### src/rtl/uart_tx_arbiter_if.sv
// Bundle of the requester-side and transmitter-side signals around the
// shared uart_tx arbiter. The arbiter uses the slave modport and the
// surrounding logic (requesters plus the uart_tx instance) uses the
// master modport.
interface uart_tx_arbiter_if #(
  parameter int NUM_REQ = 4
);
  logic [NUM_REQ-1:0]   req;
  logic [8*NUM_REQ-1:0] req_data;
  logic [NUM_REQ-1:0]   grant;
  logic [NUM_REQ-1:0]   ack;
  logic                 err;
  logic                 uart_send_sig;
  logic [7:0]           uart_data;
  logic                 uart_tx_busy;
  logic                 uart_tx_done;
  logic                 arb_busy;

  modport slave (
    input  req,
    input  req_data,
    input  uart_tx_busy,
    input  uart_tx_done,
    output grant,
    output ack,
    output err,
    output uart_send_sig,
    output uart_data,
    output arb_busy
  );

  modport master (
    output req,
    output req_data,
    output uart_tx_busy,
    output uart_tx_done,
    input  grant,
    input  ack,
    input  err,
    input  uart_send_sig,
    input  uart_data,
    input  arb_busy
  );
endinterface

### src/rtl/uart_tx_arbiter.sv
// Round-robin arbiter sharing one uart_tx among NUM_REQ requesters.
// One byte is launched per grant; the winner gets a one-cycle ack once
// the transmitter reports done, or once a watchdog gives up on it (in
// which case err pulses alongside the ack).
module uart_tx_arbiter #(
  parameter int NUM_REQ      = 4,
  parameter int CLKS_PER_BIT = 87,
  parameter int TIMEOUT_CLKS = 12 * CLKS_PER_BIT
) (
  input  logic               clk,
  input  logic               reset,
  uart_tx_arbiter_if.slave   bus
);

  localparam int IDX_W = (NUM_REQ > 1) ? $clog2(NUM_REQ) : 1;
  localparam int CNT_W = (TIMEOUT_CLKS > 1) ? $clog2(TIMEOUT_CLKS) : 1;
  localparam logic [CNT_W-1:0] CNT_LAST = CNT_W'(TIMEOUT_CLKS - 1);
  localparam logic [IDX_W-1:0] PTR_INIT = IDX_W'(NUM_REQ - 1);

  typedef enum logic [1:0] {
    IDLE      = 2'd0,
    WAIT_DONE = 2'd1,
    ACK       = 2'd2
  } state_t;

  state_t               state_q, state_d;
  logic [NUM_REQ-1:0]   grant_q, grant_d;
  logic [NUM_REQ-1:0]   ack_q, ack_d;
  logic                 err_q, err_d;
  logic                 send_q, send_d;
  logic [7:0]           data_q, data_d;
  logic [IDX_W-1:0]     rr_q, rr_d;
  logic [CNT_W-1:0]     cnt_q, cnt_d;

  logic                 found;
  logic [IDX_W-1:0]     win;

  // Search for the next requester starting just after the last winner,
  // wrapping around, so the previous winner ends up with lowest priority.
  always_comb begin
    found = 1'b0;
    win   = '0;
    for (int k = 1; k <= NUM_REQ; k++) begin
      logic [IDX_W-1:0] cand;
      cand = IDX_W'((int'(rr_q) + k) % NUM_REQ);
      if (!found && bus.req[cand]) begin
        found = 1'b1;
        win   = cand;
      end
    end
  end

  // Next-state and next-output logic; every register holds by default
  // except the single-cycle pulses (ack, err, send), which default low.
  always_comb begin
    state_d = state_q;
    grant_d = grant_q;
    ack_d   = '0;
    err_d   = 1'b0;
    send_d  = 1'b0;
    data_d  = data_q;
    rr_d    = rr_q;
    cnt_d   = cnt_q;

    case (state_q)
      IDLE: begin
        if (found && !bus.uart_tx_busy) begin
          grant_d      = '0;
          grant_d[win] = 1'b1;
          data_d       = bus.req_data[{win, 3'b000} +: 8];
          send_d       = 1'b1;
          rr_d         = win;
          cnt_d        = '0;
          state_d      = WAIT_DONE;
        end
      end

      WAIT_DONE: begin
        if (bus.uart_tx_done) begin
          ack_d   = grant_q;
          state_d = ACK;
        end else if (cnt_q == CNT_LAST) begin
          ack_d   = grant_q;
          err_d   = 1'b1;
          state_d = ACK;
        end else begin
          cnt_d = cnt_q + 1'b1;
        end
      end

      ACK: begin
        grant_d = '0;
        state_d = IDLE;
      end

      default: begin
        grant_d = '0;
        state_d = IDLE;
      end
    endcase
  end

  // State and output registers; reset aborts any transfer without an ack.
  always_ff @(posedge clk) begin
    if (reset) begin
      state_q <= IDLE;
      grant_q <= '0;
      ack_q   <= '0;
      err_q   <= 1'b0;
      send_q  <= 1'b0;
      data_q  <= '0;
      rr_q    <= PTR_INIT;
      cnt_q   <= '0;
    end else begin
      state_q <= state_d;
      grant_q <= grant_d;
      ack_q   <= ack_d;
      err_q   <= err_d;
      send_q  <= send_d;
      data_q  <= data_d;
      rr_q    <= rr_d;
      cnt_q   <= cnt_d;
    end
  end

  assign bus.grant         = grant_q;
  assign bus.ack           = ack_q;
  assign bus.err           = err_q;
  assign bus.uart_send_sig = send_q;
  assign bus.uart_data     = data_q;
  assign bus.arb_busy      = (state_q != IDLE);

endmodule

### src/flat_wrapper.sv
// flat-port wrapper written by rule: the top's interface ports become plain ports
module uart_tx_arbiter_flat 
#(
  parameter int NUM_REQ      = 4,
  parameter int CLKS_PER_BIT = 87,
  parameter int TIMEOUT_CLKS = 12 * CLKS_PER_BIT
)
  (clk, reset, bus_req, bus_req_data, bus_uart_tx_busy, bus_uart_tx_done, bus_grant, bus_ack, bus_err, bus_uart_send_sig, bus_uart_data, bus_arb_busy);
  uart_tx_arbiter_if #(.NUM_REQ(NUM_REQ)) bus_i ();
  input  logic clk;
  input  logic reset;
  input wire logic [$bits(bus_i.req)-1:0] bus_req;
  input wire logic [$bits(bus_i.req_data)-1:0] bus_req_data;
  input wire logic [$bits(bus_i.uart_tx_busy)-1:0] bus_uart_tx_busy;
  input wire logic [$bits(bus_i.uart_tx_done)-1:0] bus_uart_tx_done;
  output wire logic [$bits(bus_i.grant)-1:0] bus_grant;
  output wire logic [$bits(bus_i.ack)-1:0] bus_ack;
  output wire logic [$bits(bus_i.err)-1:0] bus_err;
  output wire logic [$bits(bus_i.uart_send_sig)-1:0] bus_uart_send_sig;
  output wire logic [$bits(bus_i.uart_data)-1:0] bus_uart_data;
  output wire logic [$bits(bus_i.arb_busy)-1:0] bus_arb_busy;
  assign bus_i.req = bus_req;
  assign bus_i.req_data = bus_req_data;
  assign bus_i.uart_tx_busy = bus_uart_tx_busy;
  assign bus_i.uart_tx_done = bus_uart_tx_done;
  assign bus_grant = bus_i.grant;
  assign bus_ack = bus_i.ack;
  assign bus_err = bus_i.err;
  assign bus_uart_send_sig = bus_i.uart_send_sig;
  assign bus_uart_data = bus_i.uart_data;
  assign bus_arb_busy = bus_i.arb_busy;
  uart_tx_arbiter #(.NUM_REQ(NUM_REQ), .CLKS_PER_BIT(CLKS_PER_BIT), .TIMEOUT_CLKS(TIMEOUT_CLKS)) u_core (.clk(clk), .reset(reset), .bus(bus_i));
endmodule
### config.mk
export PLATFORM = sky130hd
export DESIGN_NAME = uart_tx_arbiter_flat
export DESIGN_NICKNAME = d
export VERILOG_FILES = /design/src/rtl/uart_tx_arbiter_if.sv /design/src/rtl/uart_tx_arbiter.sv /design/src/flat_wrapper.sv
export SDC_FILE = /design/constraint.sdc
export NUM_CORES = 1
export LEC_CHECK = 0
export CORE_MARGIN = 4
export CORE_UTILIZATION = 30
export CTS_CLUSTER_DIAMETER = 80
export DETAILED_ROUTE_END_ITERATION = 10
export DONT_BUFFER_PORTS = 1
export GPL_ROUTABILITY_DRIVEN = 0
export RECOVER_POWER = 50
export SLEW_MARGIN = 20
export SYNTH_ARGS = -nofsm -noshare
export SYNTH_HDL_FRONTEND = slang
export SYNTH_SLANG_ARGS = --single-unit
### constraint.sdc
create_clock -name clk -period 4.4 [get_ports clk]
set_input_delay 1.1 -clock clk [delete_from_list [all_inputs] [get_ports clk]]
set_output_delay 1.1 -clock clk [all_outputs]
set_load 0.02 [all_outputs]
; ---- Word level (Yosys, flattened, before mapping)
; Cells that the tools add are included.
[word_totals]
inputBits = 40
reg_bits = 33
[op_classes]
eq_ne = 6
magnitude_cmp = 6
n_shift = 1
muxes = 32
reduce_logical = 19
n_addsub = 5
bitwise = 2
[ops]
columns = cell, n
row1 = two-way mux 11 bit, 3
row2 = variable part select 32 x 6 -> 8 bit, 1
row3 = one-hot mux 11 bit (2 select lines), 1
row4 = less-than comparator 2 x 3 -> 1 bit (second input constant), 5
row5 = two-way mux 2 bit, 7
row6 = two-way mux 4 bit, 3
row7 = adder 11 x 1 -> 11 bit (second input constant), 1
row8 = == test 11 bit (second input constant), 1
row9 = two-way mux 1 bit, 11
row10 = binary-select mux 1 bit (select 2 bit), 4
row11 = one-hot mux 4 bit (2 select lines), 1
row12 = AND reduction 2 bit, 3
row13 = logical AND 1 bit, 5
row14 = adder 2 x 1 -> 2 bit (second input constant), 2
row15 = adder 2 bit (second input constant), 2
row16 = zero test 1 bit, 4
row17 = inequality test 2 bit (second input constant), 2
row18 = one-hot mux 2 bit (2 select lines), 1
row19 = AND reduction 4 bit, 1
row20 = nonzero test 2 bit, 2
row21 = OR reduction 2 bit, 2
row22 = inequality test 3 x 2 -> 1 bit (second input constant), 1
row23 = OR reduction 3 bit, 1
row24 = demux 1 bit (select 2 bit), 1
row25 = other kinds (5), 6

; ---- Logic depth before layout (Yosys ltp)
[depth]
word_depth = 19
depth_mapped = 7
depth_no_buf = 6

; ---- Least setup slack after synthesis
; OpenSTA, ideal clock, no wires.
[synth_path]
path_kind = input -> register
start = input bus_req[2]
end = register u_core.data_q[0] (netlist: u_core.bus.uart_data[0])
required_time_ps = 4267
path_buffers = 1
arrival_ps = 2119
setup_slack_ps = 2148
stages = 6
cell_sequence = nor4_2 nor3_4 nand2_2 or3_1 buf_2 o221ai_1
[synth_between]
elab_chain_len = 14
[synth_lines]
columns = element, line
row1 = from (decl), flat_wrapper.sv:12  ; input wire logic [$bits(bus_i.req)-1:0] bus_req;
row2 = branches (longest 14 deep; another with binary-select mux 1 bit (select 2 bit)), -
row3 = to (signal assigned), uart_tx_arbiter.sv:120  ; data_q <= data_d;
row4 = to (decl), uart_tx_arbiter.sv:31  ; logic [7:0] data_q, data_d;
; Parallel ways; which one is timed is not known. The select of a mux whose other input is x is not followed.
; A chain may end at the register's enable or synchronous reset.

; ---- Worst setup path after layout
[layout_path]
start = input bus_req[2]
end = register u_core.data_q[4] (netlist: u_core.bus.uart_data[4])
; Same word-level chain as after synthesis.

==> flow_summary.rst <==
.. list-table::
   :header-rows: 1

   * - Metric
     - Value
   * - Cell Area, Synth
     - 0.00162 mm²
   * - Critical Path AT
     - ~2.7 ns
   * - Most congested layer reported by global routing
     - met2
   * - Number of standard cells in the final layout excluding fillers
     - between 200 and 250
   * - Final Hold Viols
     - 0
   * - Fraction of layout instances using a drive strength above 1
     - 8.28%
   * - Clock latency at the later pin of the worst-skew pair
     - 0.28 ns
   * - Top-count cell post-synth
     - dfxtp_1
   * - Antenna violations before repair
     - 0
   * - Chip Height
     - approximately 81 µm
   * - Clock tree from TritonCTS
     - built
   * - Setup skew after layout
     - about 0.0073 ns
   * - Net switching component of the power
     - 180 µW
   * - DP Wirelength
     - between 2000 and 3000 µm
   * - Share of synthesized area occupied by flip-flops and latches
     - 40.9%
   * - Longest Clk Path Bufs
     - 2
   * - Met1 Use GR
     - approximately 15%
   * - Remaining number of nets flagged by the antenna check after routing
     - 0
   * - Reg2Reg Launch Point
     - u_core.cnt_q[0]
   * - Number of I/O pins
     - 59
   * - Number of diodes added for antenna fixing
     - 0
   * - End of the worst register-to-register path
     - u_core.cnt_q[0]
   * - Number of design rule violations left after detail routing
     - 0
   * - Layout Utilization
     - around a third
   * - Launching instance or port of the critical path
     - bus_req[2]
   * - Initial cell density of the core
     - 31.2%
   * - Hold Crit Depth
     - 2
   * - Count of flip-flops with a built-in enable after synthesis
     - 0
   * - Count of warnings emitted by yosys
     - 0
   * - Hold wc startpoint
     - u_core.cnt_q[1]
   * - Routed wire length
     - between 3000 and 4000 µm
   * - Smallest setup slack after layout
     - approximately 1.8 ns
   * - Standard-cell row count
     - 26
   * - Sink count of the clock tree
     - 33
   * - Type of destination of the critical path
     - flip-flop
   * - Via count
     - roughly 1,300
   * - Max-cap viol count
     - 0
   * - Synth top area share
     - roughly two fifths
   * - Postcts setup bufs
     - 0
   * - Reg-to-reg slack, setup
     - between 2 and 2.5 ns
   * - Number of distinct library cells after synthesis
     - approximately 40
   * - Register clock-pin slew on the reported worst setup and hold paths
     - around 0.070 ns
   * - Sequential cell area
     - 661 µm²
   * - Worst hold-check slack
     - between 0.4 and 0.5 ns
   * - Num CTS Buffers
     - 5
   * - Crit Path Max Fanout
     - 16
   * - Data required, critical path
     - around 4.6 ns
   * - Number of synthesized register bits
     - 33
   * - Count of hold-fix buffers inserted at cts
     - 0
   * - Cell type contributing the most total cell area after synthesis
     - dfxtp_1
   * - Final Net Count
     - between 200 and 250
   * - Switching portion of total power
     - between 20% and 30%
   * - Synth area leaders
     - dfxtp_1 41%, mux2i_1 11%, xor2_1 4.9%
   * - P_int
     - a little under 500 µW
   * - Slowest Stage Delay on Critical Path
     - 0.72 ns
   * - Post-synthesis cell count
     - 172
   * - WHS Endpoint
     - u_core.cnt_q[1]
   * - Fillers
     - between 500 and 600
   * - Floorplan die width
     - 81.4 µm
   * - Pins over their slew limit
     - 0
   * - Most frequently used flop master after synthesis
     - dfxtp_1
   * - Worst min-delay path category
     - reg -> reg
   * - Violation count after the first detailed-routing iteration
     - 82
   * - Fraction of power consumed by sequential logic
     - 51.0%
   * - Unrepaired setup endpoints after global routing
     - false
   * - Global-route met2 utilization
     - roughly 16%
   * - Clock network power share
     - a little over a third
   * - Area overhead of the layout relative to synthesis
     - 8.21%
   * - Global routing usage summed across all routing layers
     - ~11%
   * - Setup total negative slack
     - 0 ns
   * - Pre-CTS setup slack
     - around 1.8 ns
   * - FFs w/ async S/R, synth
     - 0%
   * - Number of buffers added on ports
     - 0
   * - Classification of the worst setup path
     - in -> reg
   * - Met3 GRT Util
     - about 5.2%
   * - Avg WL per Cell
     - between 15 and 20 µm
   * - R2R depth
     - 6
   * - Pwr Density
     - between 300 and 400 mW/mm²
   * - Highest clock rate
     - between 300 and 400 MHz
   * - Total core area
     - roughly 0.0052 mm²
   * - H-tree levels
     - 2
   * - Run status
     - finished clean
   * - Total die area
     - between 0.006 and 0.007 mm²
   * - Transition time at the pin with the least slew margin
     - 0.846 ns
   * - Resized cells post-CTS
     - 0
   * - Cell count after placement
     - around 230
   * - Power share of the combinational group
     - about an eighth
   * - Mapped Nets
     - approximately 210
   * - Share of the clock period used by the worst path
     - roughly three fifths
   * - Static leakage
     - 0.669 nW
   * - Min cycle time layout
     - approximately 2.6 ns
   * - Final setup viols
     - 0
   * - Syn_area_per_cell
     - 9.39 µm²
   * - Final global-route overflow total
     - 0
   * - IR drop worst, VDD
     - ~160 µV
   * - Largest net degree at the start of global routing
     - 24
   * - Headroom to the max-slew limit
     - roughly 43%
   * - First-pass GRT wire length
     - 5720 µm
   * - Cell breakdown of the critical path
     - nor4_1 > nor3_4 > nand2_2 > or3_1 > o221ai_1
   * - Startpoint types
     - input port
   * - Vias per Instance
     - approximately 5.3
   * - Detailed-routing iteration count for the pre-antenna-repair pass
     - 4
   * - Cell with the biggest individual delay on the critical path
     - nor4_1
   * - Leading cell types by count after synthesis
     - 33 x dfxtp_1, 18 x mux2i_1, 17 x nor2_1, 9 x xor2_1
   * - Vias in the first global route
     - ~1,200
   * - Clock root buffer master
     - clkbuf_8
   * - Area occupied by multi-input gates
     - 891 µm²
-- power groups by stage --
stage	Clock, mW	Combinational, mW	Sequential, mW
floorplan	0	0.0776	0.343
global placement	0	0.0830	0.350
detailed placement	0	0.0833	0.350
CTS	0.254	0.0837	0.343
global route	0.269	0.0915	0.346
finish	0.246	0.0830	0.343
-- state kept, by name, indices dropped and copies added (netlist names) --
name                      cells
u_core.bus.ack                4
u_core.bus.grant              4
u_core.bus.uart_send_sig      1
u_core.rr_q                   2
u_core.bus.err                1
u_core.bus.uart_data          8
u_core.cnt_q                 11
u_core.state_q                2
-- critical path, delay by kind of cell --
family,cells,cell delay (ns)
AO/OA/AOI/OAI,1,0.17
AND/OR/NAND/NOR,4,1.43
-- cells by family (layout without fill, tap and decap cells) --
family                   Yosys count  after routing  synth area share (%)
multiplexers                      18             18                  11.2
AO/OA/AOI/OAI                     28             28                  13.7
adder cells (fa/ha/maj)            1              1                 0.774
XOR/XNOR                           9              9                  4.88
AND/OR/NAND/NOR                   70             70                  25.0
buffers and inverters             13             10                  3.56
flip-flops                        33             33                  40.9
-- layout make-up --
type / count / share of cell area [%]
Clock buffer: 7 / 5.51
Clock inverter: 1 / 0.286
Multi-Input combinational cell: 126 / 51.0
Tap cell: 70 / 5.01
Inverter: 2 / 0.429
Sequential cell: 33 / 37.8
-- layout by cell type (no fill, tap or decap), types with 2 or more instances in the layout --
cell type	n
and2_0	2
o21ai_0	2
dfxtp_1	33
and3_1	3
nor3_1	3
and4_1	2
inv_1	2
nor4_1	2
a31oi_1	2
o221ai_1	8
o31a_1	2
a211o_1	2
a21oi_1	3
a211oi_1	2
nand2b_1	2
clkbuf_8	7
nand4_1	6
nand3_1	4
nor2_1	17
and2_1	4
or3_1	3
mux2i_1	18
nand3b_1	8
xor2_1	9
nand2_1	8
-- per-layer routing --
metal / part of all wire, % / wire, µm
met2: 43 / 1540
met3: 13 / 450
met5: 0 / 0
met1: 43 / 1560
met4: 1.3 / 47
-- how the worst max path moves through the flow --
stage / cells past startpoint / slack (ns) / endpoint
2_1_floorplan: 6 / 2.15 / u_core.bus.uart_data[0]
3_3_place_gp: 5 / 1.83 / u_core.bus.uart_data[3]
3_5_place_dp: 5 / 1.77 / u_core.bus.uart_data[4]
4_1_cts: 5 / 2.08 / u_core.bus.uart_data[4]
5_1_grt: 5 / 1.69 / u_core.bus.uart_data[4]
6_report: 5 / 1.85 / u_core.bus.uart_data[4]
-- metrics by stage --
step	power, mW	instance area, µm²
6_report	0.672	1750
5_1_grt	0.706	1750
4_1_cts	0.681	1750
3_5_place_dp	0.433	1650
3_3_place_gp	0.433	1650
2_1_floorplan	0.421	1620
Power figures use the tool's default switching activity.
